[src/rtl/ula_pkg.sv]
// Shared definitions for the ULA sharing arbiter: ALUCtrl codes and FSM states.
package ula_pkg;

  localparam int unsigned CTRL_W = 4;

  // ALUCtrl codes produced by the upstream ALU-control decoder
  localparam logic [CTRL_W-1:0] ALU_AND     = 4'b0000;
  localparam logic [CTRL_W-1:0] ALU_OR      = 4'b0001;
  localparam logic [CTRL_W-1:0] ALU_ADD     = 4'b0010;
  localparam logic [CTRL_W-1:0] ALU_SLLV    = 4'b0011;
  localparam logic [CTRL_W-1:0] ALU_SRLV    = 4'b0100;
  localparam logic [CTRL_W-1:0] ALU_SRAV    = 4'b0101;
  localparam logic [CTRL_W-1:0] ALU_SUB     = 4'b0110;
  localparam logic [CTRL_W-1:0] ALU_SLT     = 4'b0111;
  localparam logic [CTRL_W-1:0] ALU_BNE     = 4'b1000;
  localparam logic [CTRL_W-1:0] ALU_SLL     = 4'b1001;
  localparam logic [CTRL_W-1:0] ALU_SRL     = 4'b1010;
  localparam logic [CTRL_W-1:0] ALU_XOR     = 4'b1011;
  localparam logic [CTRL_W-1:0] ALU_NOR     = 4'b1100;
  localparam logic [CTRL_W-1:0] ALU_SRA     = 4'b1101;
  localparam logic [CTRL_W-1:0] ALU_ILLEGAL = 4'b1110;
  localparam logic [CTRL_W-1:0] ALU_SLTU    = 4'b1111;

  typedef enum logic [1:0] {
    ST_IDLE = 2'd0,
    ST_EXEC = 2'd1,
    ST_RESP = 2'd2
  } state_t;

endpackage

[src/rtl/ula_arb_rr_arb2.sv]
// Two-way round-robin grant, purely combinational.
//   valid0/valid1 : requests
//   ptr           : port that wins when both request
//   grant0_c/1_c  : one-hot (or zero) grant
module rr_arb2 (
  input  logic valid0,
  input  logic valid1,
  input  logic ptr,
  output logic grant0_c,
  output logic grant1_c
);

  assign grant0_c = valid0 & (~valid1 | ~ptr);
  assign grant1_c = valid1 & (~valid0 |  ptr);

endmodule

[src/rtl/ula_arb.sv]
// Shares one combinational ULA between the core datapath (port 0) and an
// auxiliary engine (port 1). Round-robin grant in IDLE, one EXEC cycle driving
// the ULA from latched operands, then a held response to the owning port.
//   req*_*  : request channels (ready is combinational from the valids)
//   rsp*_*  : response channels, held until rsp*_ready
//   ula_*   : operands to / result from the external ULA
module ula_arb
  import ula_pkg::*;
#(
  parameter int unsigned WIDTH = 32,
  parameter int unsigned SHW   = 5
) (
  input  logic                clk,
  input  logic                rst_n,
  input  logic                req0_valid,
  output logic                req0_ready,
  input  logic [CTRL_W-1:0]   req0_ctrl,
  input  logic                req0_shsel,
  input  logic [SHW-1:0]      req0_shamt,
  input  logic [WIDTH-1:0]    req0_a,
  input  logic [WIDTH-1:0]    req0_b,
  input  logic                req1_valid,
  output logic                req1_ready,
  input  logic [CTRL_W-1:0]   req1_ctrl,
  input  logic                req1_shsel,
  input  logic [SHW-1:0]      req1_shamt,
  input  logic [WIDTH-1:0]    req1_a,
  input  logic [WIDTH-1:0]    req1_b,
  output logic                rsp0_valid,
  input  logic                rsp0_ready,
  output logic [WIDTH-1:0]    rsp0_data,
  output logic                rsp0_zero,
  output logic                rsp0_err,
  output logic                rsp1_valid,
  input  logic                rsp1_ready,
  output logic [WIDTH-1:0]    rsp1_data,
  output logic                rsp1_zero,
  output logic                rsp1_err,
  output logic [CTRL_W-1:0]   ula_ctrl,
  output logic                ula_shsel,
  output logic [SHW-1:0]      ula_shamt,
  output logic [WIDTH-1:0]    ula_a,
  output logic [WIDTH-1:0]    ula_b,
  input  logic [WIDTH-1:0]    ula_res,
  input  logic                ula_zero
);

  state_t             state_q, state_d;
  logic               ptr_q, ptr_d;
  logic               owner_q, owner_d;
  logic [CTRL_W-1:0]  ctrl_q, ctrl_d;
  logic               shsel_q, shsel_d;
  logic [SHW-1:0]     shamt_q, shamt_d;
  logic [WIDTH-1:0]   a_q, a_d, b_q, b_d;
  logic [WIDTH-1:0]   res_q, res_d;
  logic               zero_q, zero_d, err_q, err_d;
  logic               rv0_q, rv0_d, rv1_q, rv1_d;

  logic               grant0_c, grant1_c, idle_c, accept_c, rsp_ack_c;
  logic [CTRL_W-1:0]  sel_ctrl_c;
  logic               sel_shsel_c;
  logic [SHW-1:0]     sel_shamt_c;
  logic [WIDTH-1:0]   sel_a_c, sel_b_c;

  rr_arb2 u_arb (
    .valid0   (req0_valid),
    .valid1   (req1_valid),
    .ptr      (ptr_q),
    .grant0_c (grant0_c),
    .grant1_c (grant1_c)
  );

  // Readys are gated by rst_n so they read 0 while reset is held
  assign idle_c     = rst_n & (state_q == ST_IDLE);
  assign req0_ready = idle_c & grant0_c;
  assign req1_ready = idle_c & grant1_c;
  assign accept_c   = grant0_c | grant1_c;
  assign rsp_ack_c  = owner_q ? rsp1_ready : rsp0_ready;

  // Winner's request fields
  assign sel_ctrl_c  = grant1_c ? req1_ctrl  : req0_ctrl;
  assign sel_shsel_c = grant1_c ? req1_shsel : req0_shsel;
  assign sel_shamt_c = grant1_c ? req1_shamt : req0_shamt;
  assign sel_a_c     = grant1_c ? req1_a     : req0_a;
  assign sel_b_c     = grant1_c ? req1_b     : req0_b;

  // Operand registers double as the ULA drivers: loaded only for a legal
  // accept and cleared at the end of EXEC, so the ULA sees 0 outside EXEC.
  assign ula_ctrl  = ctrl_q;
  assign ula_shsel = shsel_q;
  assign ula_shamt = shamt_q;
  assign ula_a     = a_q;
  assign ula_b     = b_q;

  // One shared result register; only the owner's valid qualifies it
  assign rsp0_valid = rv0_q;
  assign rsp1_valid = rv1_q;
  assign rsp0_data  = res_q;
  assign rsp1_data  = res_q;
  assign rsp0_zero  = zero_q;
  assign rsp1_zero  = zero_q;
  assign rsp0_err   = err_q;
  assign rsp1_err   = err_q;

  // Next-state and datapath loads
  always_comb begin
    state_d = state_q;
    ptr_d   = ptr_q;
    owner_d = owner_q;
    ctrl_d  = ctrl_q;
    shsel_d = shsel_q;
    shamt_d = shamt_q;
    a_d     = a_q;
    b_d     = b_q;
    res_d   = res_q;
    zero_d  = zero_q;
    err_d   = err_q;
    rv0_d   = rv0_q;
    rv1_d   = rv1_q;
    case (state_q)
      ST_IDLE: begin
        if (accept_c) begin
          owner_d = grant1_c;
          ptr_d   = ~grant1_c;
          if (sel_ctrl_c == ALU_ILLEGAL) begin
            state_d = ST_RESP;
            res_d   = '0;
            zero_d  = 1'b0;
            err_d   = 1'b1;
            rv0_d   = ~grant1_c;
            rv1_d   = grant1_c;
          end else begin
            state_d = ST_EXEC;
            ctrl_d  = sel_ctrl_c;
            shsel_d = sel_shsel_c;
            shamt_d = sel_shamt_c;
            a_d     = sel_a_c;
            b_d     = sel_b_c;
          end
        end
      end
      ST_EXEC: begin
        state_d = ST_RESP;
        res_d   = ula_res;
        zero_d  = ula_zero;
        err_d   = 1'b0;
        rv0_d   = ~owner_q;
        rv1_d   = owner_q;
        ctrl_d  = '0;
        shsel_d = 1'b0;
        shamt_d = '0;
        a_d     = '0;
        b_d     = '0;
      end
      ST_RESP: begin
        if (rsp_ack_c) begin
          state_d = ST_IDLE;
          rv0_d   = 1'b0;
          rv1_d   = 1'b0;
          res_d   = '0;
          zero_d  = 1'b0;
          err_d   = 1'b0;
        end
      end
      default: state_d = ST_IDLE;
    endcase
  end

  // State and datapath registers
  always_ff @(posedge clk or negedge rst_n) begin
    if (!rst_n) begin
      state_q <= ST_IDLE;
      ptr_q   <= 1'b0;
      owner_q <= 1'b0;
      ctrl_q  <= '0;
      shsel_q <= 1'b0;
      shamt_q <= '0;
      a_q     <= '0;
      b_q     <= '0;
      res_q   <= '0;
      zero_q  <= 1'b0;
      err_q   <= 1'b0;
      rv0_q   <= 1'b0;
      rv1_q   <= 1'b0;
    end else begin
      state_q <= state_d;
      ptr_q   <= ptr_d;
      owner_q <= owner_d;
      ctrl_q  <= ctrl_d;
      shsel_q <= shsel_d;
      shamt_q <= shamt_d;
      a_q     <= a_d;
      b_q     <= b_d;
      res_q   <= res_d;
      zero_q  <= zero_d;
      err_q   <= err_d;
      rv0_q   <= rv0_d;
      rv1_q   <= rv1_d;
    end
  end

endmodule

[config.mk]
export PLATFORM = sky130hd
export DESIGN_NAME = ula_arb
export DESIGN_NICKNAME = d
export VERILOG_FILES = /design/src/rtl/ula_pkg.sv /design/src/rtl/ula_arb_rr_arb2.sv /design/src/rtl/ula_arb.sv
export SDC_FILE = /design/constraint.sdc
export NUM_CORES = 1
export LEC_CHECK = 0
export ABC_CLOCK_PERIOD_IN_PS = 2600
export CAP_MARGIN = 15
export CORE_MARGIN = 8
export CORE_UTILIZATION = 30
export DETAILED_ROUTE_END_ITERATION = 8
export PLACE_DENSITY_LB_ADDON = 0.15
export RECOVER_POWER = 100
export SYNTH_ARGS = -nofsm -noshare
export SYNTH_HDL_FRONTEND = slang
export SYNTH_SLANG_ARGS = --single-unit
export TNS_END_PERCENT = 20
[constraint.sdc]
create_clock -name clk -period 2.6 [get_ports clk]
set_input_delay 0.26 -clock clk [delete_from_list [all_inputs] [get_ports clk]]
set_output_delay 0.26 -clock clk [all_outputs]
set_load 0.03 [all_outputs]
==> After elaboration in Yosys (flattened, before gate mapping) <==
Cells that the tools add are included.
{ "op_classes": {"bitwise": 13, "n_addsub": 0, "n_div": 0, "n_shift": 0, "n_eq_ne": 7, "mux": 42, "n_mul": 0, "n_reduce_logical": 7, "n_lt_le_gt_ge": 0} }
{ "ops": {"columns": ["cell", "n"], "rows": [
  ["$mux W32", 9],
  ["$pmux W32 S2", 2],
  ["$pmux W32 S3", 1],
  ["$mux W5", 3],
  ["$mux W1", 13],
  ["$mux W4", 3],
  ["$pmux W1 S3", 4],
  ["$pmux W5 S2", 1],
  ["$pmux W4 S2", 1],
  ["$mux W2", 3],
  ["$ne A2 B2 Y1 const B", 3],
  ["$pmux W2 S3", 1],
  ["$and A1 B1 Y1", 5],
  ["$not A1 Y1", 5],
  ["$eq A4 B4 Y1 const B", 1],
  ["$reduce_and A2 Y1", 2],
  ["$reduce_and A4 Y1", 1],
  ["$or A1 B1 Y1", 3],
  ["$reduce_and A3 Y1", 1],
  ["$reduce_bool A3 Y1", 1],
  ["$eq A2 B1 Y1 const B", 1],
  ["$eq A2 B2 Y1 const B", 1],
  ["$logic_not A2 Y1", 1],
  ["$ne A2 B1 Y1 const B", 1],
  ["other kinds (2)", 2]
]} }
{ "word_totals": {"latch_bits": 0, "word_cells": 82, "n_memories": 0, "output_inout_bits": 146, "mem_bits_rw": 0, "regBits": 114, "input_bits": 187, "rom_bits": 0} }

==> Logic depth before layout (Yosys ltp) <==
{ "logic_depth": {"depth_word": 8, "ltp_mapped": 8, "mapped_depth_nobuf": 6} }

==> Cells and area by module <==
A second synthesis with hierarchy kept.
{ "unflattened": {"hier_cells": 566, "area_unflattened_um2": 5900.7} }
{ "by_module_without_submodules": {"columns": ["module", "seq_area_each_um2", "n_inst", "area_per_inst_um2", "cells_each"], "rows": [
  ["ula_arb", 2852.7, 1, 5881.9, 563],
  ["rr_arb2", 0.0, 1, 18.8, 3]
]} }

==> Worst setup path after synthesis <==
No wires, ideal clock.
{ "synth_path": {"kind": "register -> register", "startpoint": "register ptr_q", "endpoint": "register a_q[0] (netlist: ula_a[0])", "required_time_ns": 2.481, "setup_slack_ns": 0.747, "path_stages_with_launch": 9, "synth_period_minus_slack_ns": 1.853, "n_path_buf": 3, "arrival_ns": 1.733, "setup_ns": 0.119, "path_cell_list": "dfrtp_1 > nand2b_1 > and2_1 > buf_6 > a211oi_1 > mux2i_1 > buf_2 > buf_4 > o2bb2ai_2"} }
{ "synth_between": {"elab_chain_cells": 6, "word_cells_on_any_way": 15, "classes_between": "eq/ne (3); mux (5); bitwise (6); reduce/logical (1)"} }
{ "synth_rtl": {"columns": ["element", "line", "rtl"], "rows": [
  ["start: declaration", "ula_arb.sv:49", "logic ptr_q, ptr_d;"],
  ["start signal: assignment", "ula_arb.sv:187", "ptr_q <= ptr_d;"],
  ["$or A1 B1 Y1 or $not A1 Y1 (tied branches)", "ula_arb_rr_arb2.sv:14, ula_arb_rr_arb2.sv:13", null],
  ["$and A1 B1 Y1 or $or A1 B1 Y1 (tied branches)", "ula_arb_rr_arb2.sv:14, ula_arb_rr_arb2.sv:13", null],
  ["$mux W4, or another cell as far along", "ula_arb.sv:81", "assign sel_ctrl_c = grant1_c ? req1_ctrl : req0_ctrl;"],
  ["$eq A4 B4 Y1, or another cell as far along", "ula_arb.sv:125", "if (sel_ctrl_c == ALU_ILLEGAL) begin"],
  ["$ne A2 B2 Y1 (no line) or $mux W32 (tied branches)", null, null],
  ["$reduce_and A3 Y1 (no line) or $pmux W32 S2 (tied branches)", null, null],
  ["end signal: assignment", "ula_arb.sv:178", "a_q <= '0;"],
  ["end signal: assignment", "ula_arb.sv:192", "a_q <= a_d;"],
  ["end: declaration", "ula_arb.sv:54", "logic [WIDTH-1:0] a_q, a_d, b_q, b_d;"]
]} }
Parallel ways exist; a longest one is shown, timed or not. The select of a mux whose other input is x is not followed.
A chain may end at the register's enable or synchronous reset.

==> Worst setup path in the final report <==
{ "layout_path": {"startpoint": "register state_q[0]", "endpoint": "output req0_ready"} }
{ "layout_between": {"elab_chain_cells": 3} }
{ "layout_rtl": {"columns": ["element", "line", "rtl"], "rows": [
  ["start: declaration", "ula_arb.sv:48", "state_t state_q, state_d;"],
  ["start signal: assignment", "ula_arb.sv:186", "state_q <= state_d;"],
  ["$logic_not A2 Y1", "ula_arb.sv:74", "assign idle_c = rst_n & (state_q == ST_IDLE);"],
  ["$and A1 B1 Y1", "ula_arb.sv:74", null],
  ["$and A1 B1 Y1", "ula_arb.sv:75", "assign req0_ready = idle_c & grant0_c;"],
  ["end: declaration", "ula_arb.sv:16", "output logic req0_ready,"]
]} }
Every way passes these cells.

==> flow_summary.toml <==
[cts]
cts_root_buf = "clkbuf_16"
cts.clk_slew.worst_paths_ns = 0.05
clock_latency_ns = 0.40
cts_buffers = 17
cts_setup_buffers = 0
tritoncts = "yes"
cts_buffer_depth = 2
cts_max_level = 4
clock_sinks = 114

[global_routing]
grt_usage_pct = 15.9
first_global_vias = 5335
overflow = 0
grt_first_pass_wirelength_mm = 30.1
grt_max_degree = 65
antenna_found_initial = 1

[critical_path]
ff2ff_setup_slack_ns = 0.39
worstSetupPathType = "flip-flop to output port"
startpoint = "state_q[0]"
endpoint_kind = "output port"
start_kind = "flip-flop"
required_ns = 2.34
reg2reg_depth = 6
r2r_start = "ptr_q"
cp.arrival_ns = 2.03
worstPathMaxFanout = 12

[synth]
ys_ff_latch = 114
synth_seq_area_share_pct = 47.7
synth_async_sr_flop_share_pct = 100
syn_nets = 664
yosysMostFrequentCell = "dfrtp_1"
post_synth_num_cell_types = 32
synth_common_cells = "dfrtp_1 (114), mux2i_1 (110), o2bb2ai_2 (60)"
yosys_warnings = 0
synth_edf_count = 0
syn-instance-count = 473
synth_top_area_cell = "dfrtp_1"
ys.flop_type = "dfrtp_1"
synth_area_sq_mm = 0.00598
synth.top_cell.area_share_pct = 47.7
synth.area.top_cells = "dfrtp_1 (48%), mux2i_1 (18%), o2bb2ai_2 (15%)"
syn_area_per_cell_sq_um = 12.6

[route]
routedWlPerCell_um = 19.0
drc_errors = 0
ant_nets = 0
dr.pass1.iters = 4
vias = 4698
postRouteWirelength_mm = 19.9
drtIter0Drc = 197
vias_per_cell = 4.49

[sta]
hold_viol = 0
worst_slack_ns = 0.309
rsz0062_at_grt = "false"
setup_viol = 0
fmax_mhz = 436
finalCritPeriodShare_pct = 88.1
whs_ns = 0.334
slew_violations = 0
finalClockSkew_ns = 0.00562
slew_headroom_pct = 14.9
tns_ns = 0
finalCriticalPeriod_ns = 2.29
tightest_slew_ns = 1.28

[finish]
drive_gt1_share_pct = 6.65
nets = 961
final_cell_count_no_fill = 1047
utilization_pct = 49.0
syn2layout_area_growth_pct = 59.9
fillCellCount = 1819
antenna_cells = 0

[power]
powerDensity_mw_per_mm2 = 1180
ir_drop_uv = 497
power_leakage_uw = 0.00451

[placement]
dp_cells = 1016
numPortBuffers = 332
gp_congestion = 0.779
dp_slack_ns = 0.110
dp_hpwl_mm = 15.8

[floorplan]
num_rows = 51
design.core.area_sq_mm = 0.0195
fp.dieH_um = 157
die_x_um = 157
dieArea_sq_mm = 0.0247
ioPinCount = 333
start_util_pct = 30.6

[worst_hold_path]
hold_path_class = "input port to async pin"

[flow_run]
cap_violations = 0

[status]
outcome = "completed"
-- worst max-delay path, stage by stage, from the launching register on --
cell and delay, ns:
dfrtp_1 0.43, inv_1 0.10, ha_1 0.45, nand3_1 0.12, a21oi_1 0.16, clkbuf_1 0.38
-- sequential cells by signal, indices dropped and copies added (netlist names) --
name        count
rsp0_valid      1
rsp1_valid      1
rsp0_err        1
ula_shamt       5
ptr_q           1
ula_ctrl        4
ula_shsel       1
state_q         2
owner_q         1
rsp0_data      32
ula_b          32
ula_a          32
rsp0_zero       1
-- report_power, final --
part / leakage (uW) / internal (uW) / switching (uW)
Combinational: 0.00275 / 2490 / 3670
Sequential: 0.00149 / 2490 / 438
Clock: 0.000275 / 1420 / 785
Total: 0.00451 / 6390 / 4890
-- path summary, 6_finish.rpt --
path | to
setup / recovery | req0_ready
hold / removal | ula_b[4]
setup reg to reg | rsp0_data[0]
hold reg to reg | ula_a[25]
max in group asynchronous | rsp0_data[9]
min in group clk | rsp0_zero
-- cells in the final DEF (no fill, tap or decap), drive strengths merged --
master	instances
a211oi	1
a21o	1
a21oi	5
a22o	1
a31oi	1
and2	2
and3	1
and4b	1
buf	12
bufinv	2
clkbuf	25
clkdlybuf4s50	185
clkinv	7
clkinvlp	2
dfrtp	114
dlygate4sd3	144
ha	4
inv	36
mux2	2
mux2i	110
nand2	36
nand2b	1
nand3	4
nand3b	1
nand4b	1
nor2	1
nor2b	1
nor3	2
o21ai	2
o22ai	1
o2bb2ai	74
o32a	1
or3	1
-- area by class of cell --
type                            instances  area, sq um  area share, %
Timing Repair Buffer                  346         3490           36.6
Sequential cell                       114         2850           29.8
Multi-Input combinational cell        255         2190           22.9
Clock buffer                           20          447           4.67
Tap cell                              265          332           3.47
Inverter                               36          135           1.41
Clock inverter                         11          114           1.19
-- cell families (layout without fill, tap and decap cells) --
kind of cell	after synthesis	in the layout	synth area share [%]
compound gates	87	87	18.5
flops	114	114	47.7
fa+ha+maj	4	4	0.837
simple gates	52	52	3.89
mux	112	112	18.8
buf+inv	104	413	10.3
-- what timing repair did --
item	4_1_cts	5_1_grt
cloned	0	0
gates resized for setup	1	1
setup endpoints to repair	1	1
hold buffers	0	0
-- layer usage --
layer	up-vias	share of wire (%)	global-route usage, %
met1	2258	38	17.0
met5	-	0.065	0
met2	180	52	28.1
met3	16	8.7	6.64
met4	2	1.2	4.40
li1	2242	-	-
-- per-stage QoR --
stage          total power, uW  instance area, sq um
2_1_floorplan             7540                  5980
3_3_place_gp              9980                  9390
3_5_place_dp             10100                  9390
4_1_cts                  12400                  9950
5_1_grt                  11900                  9560
6_report                 11300                  9560
(Power assumes the default switching activity.)
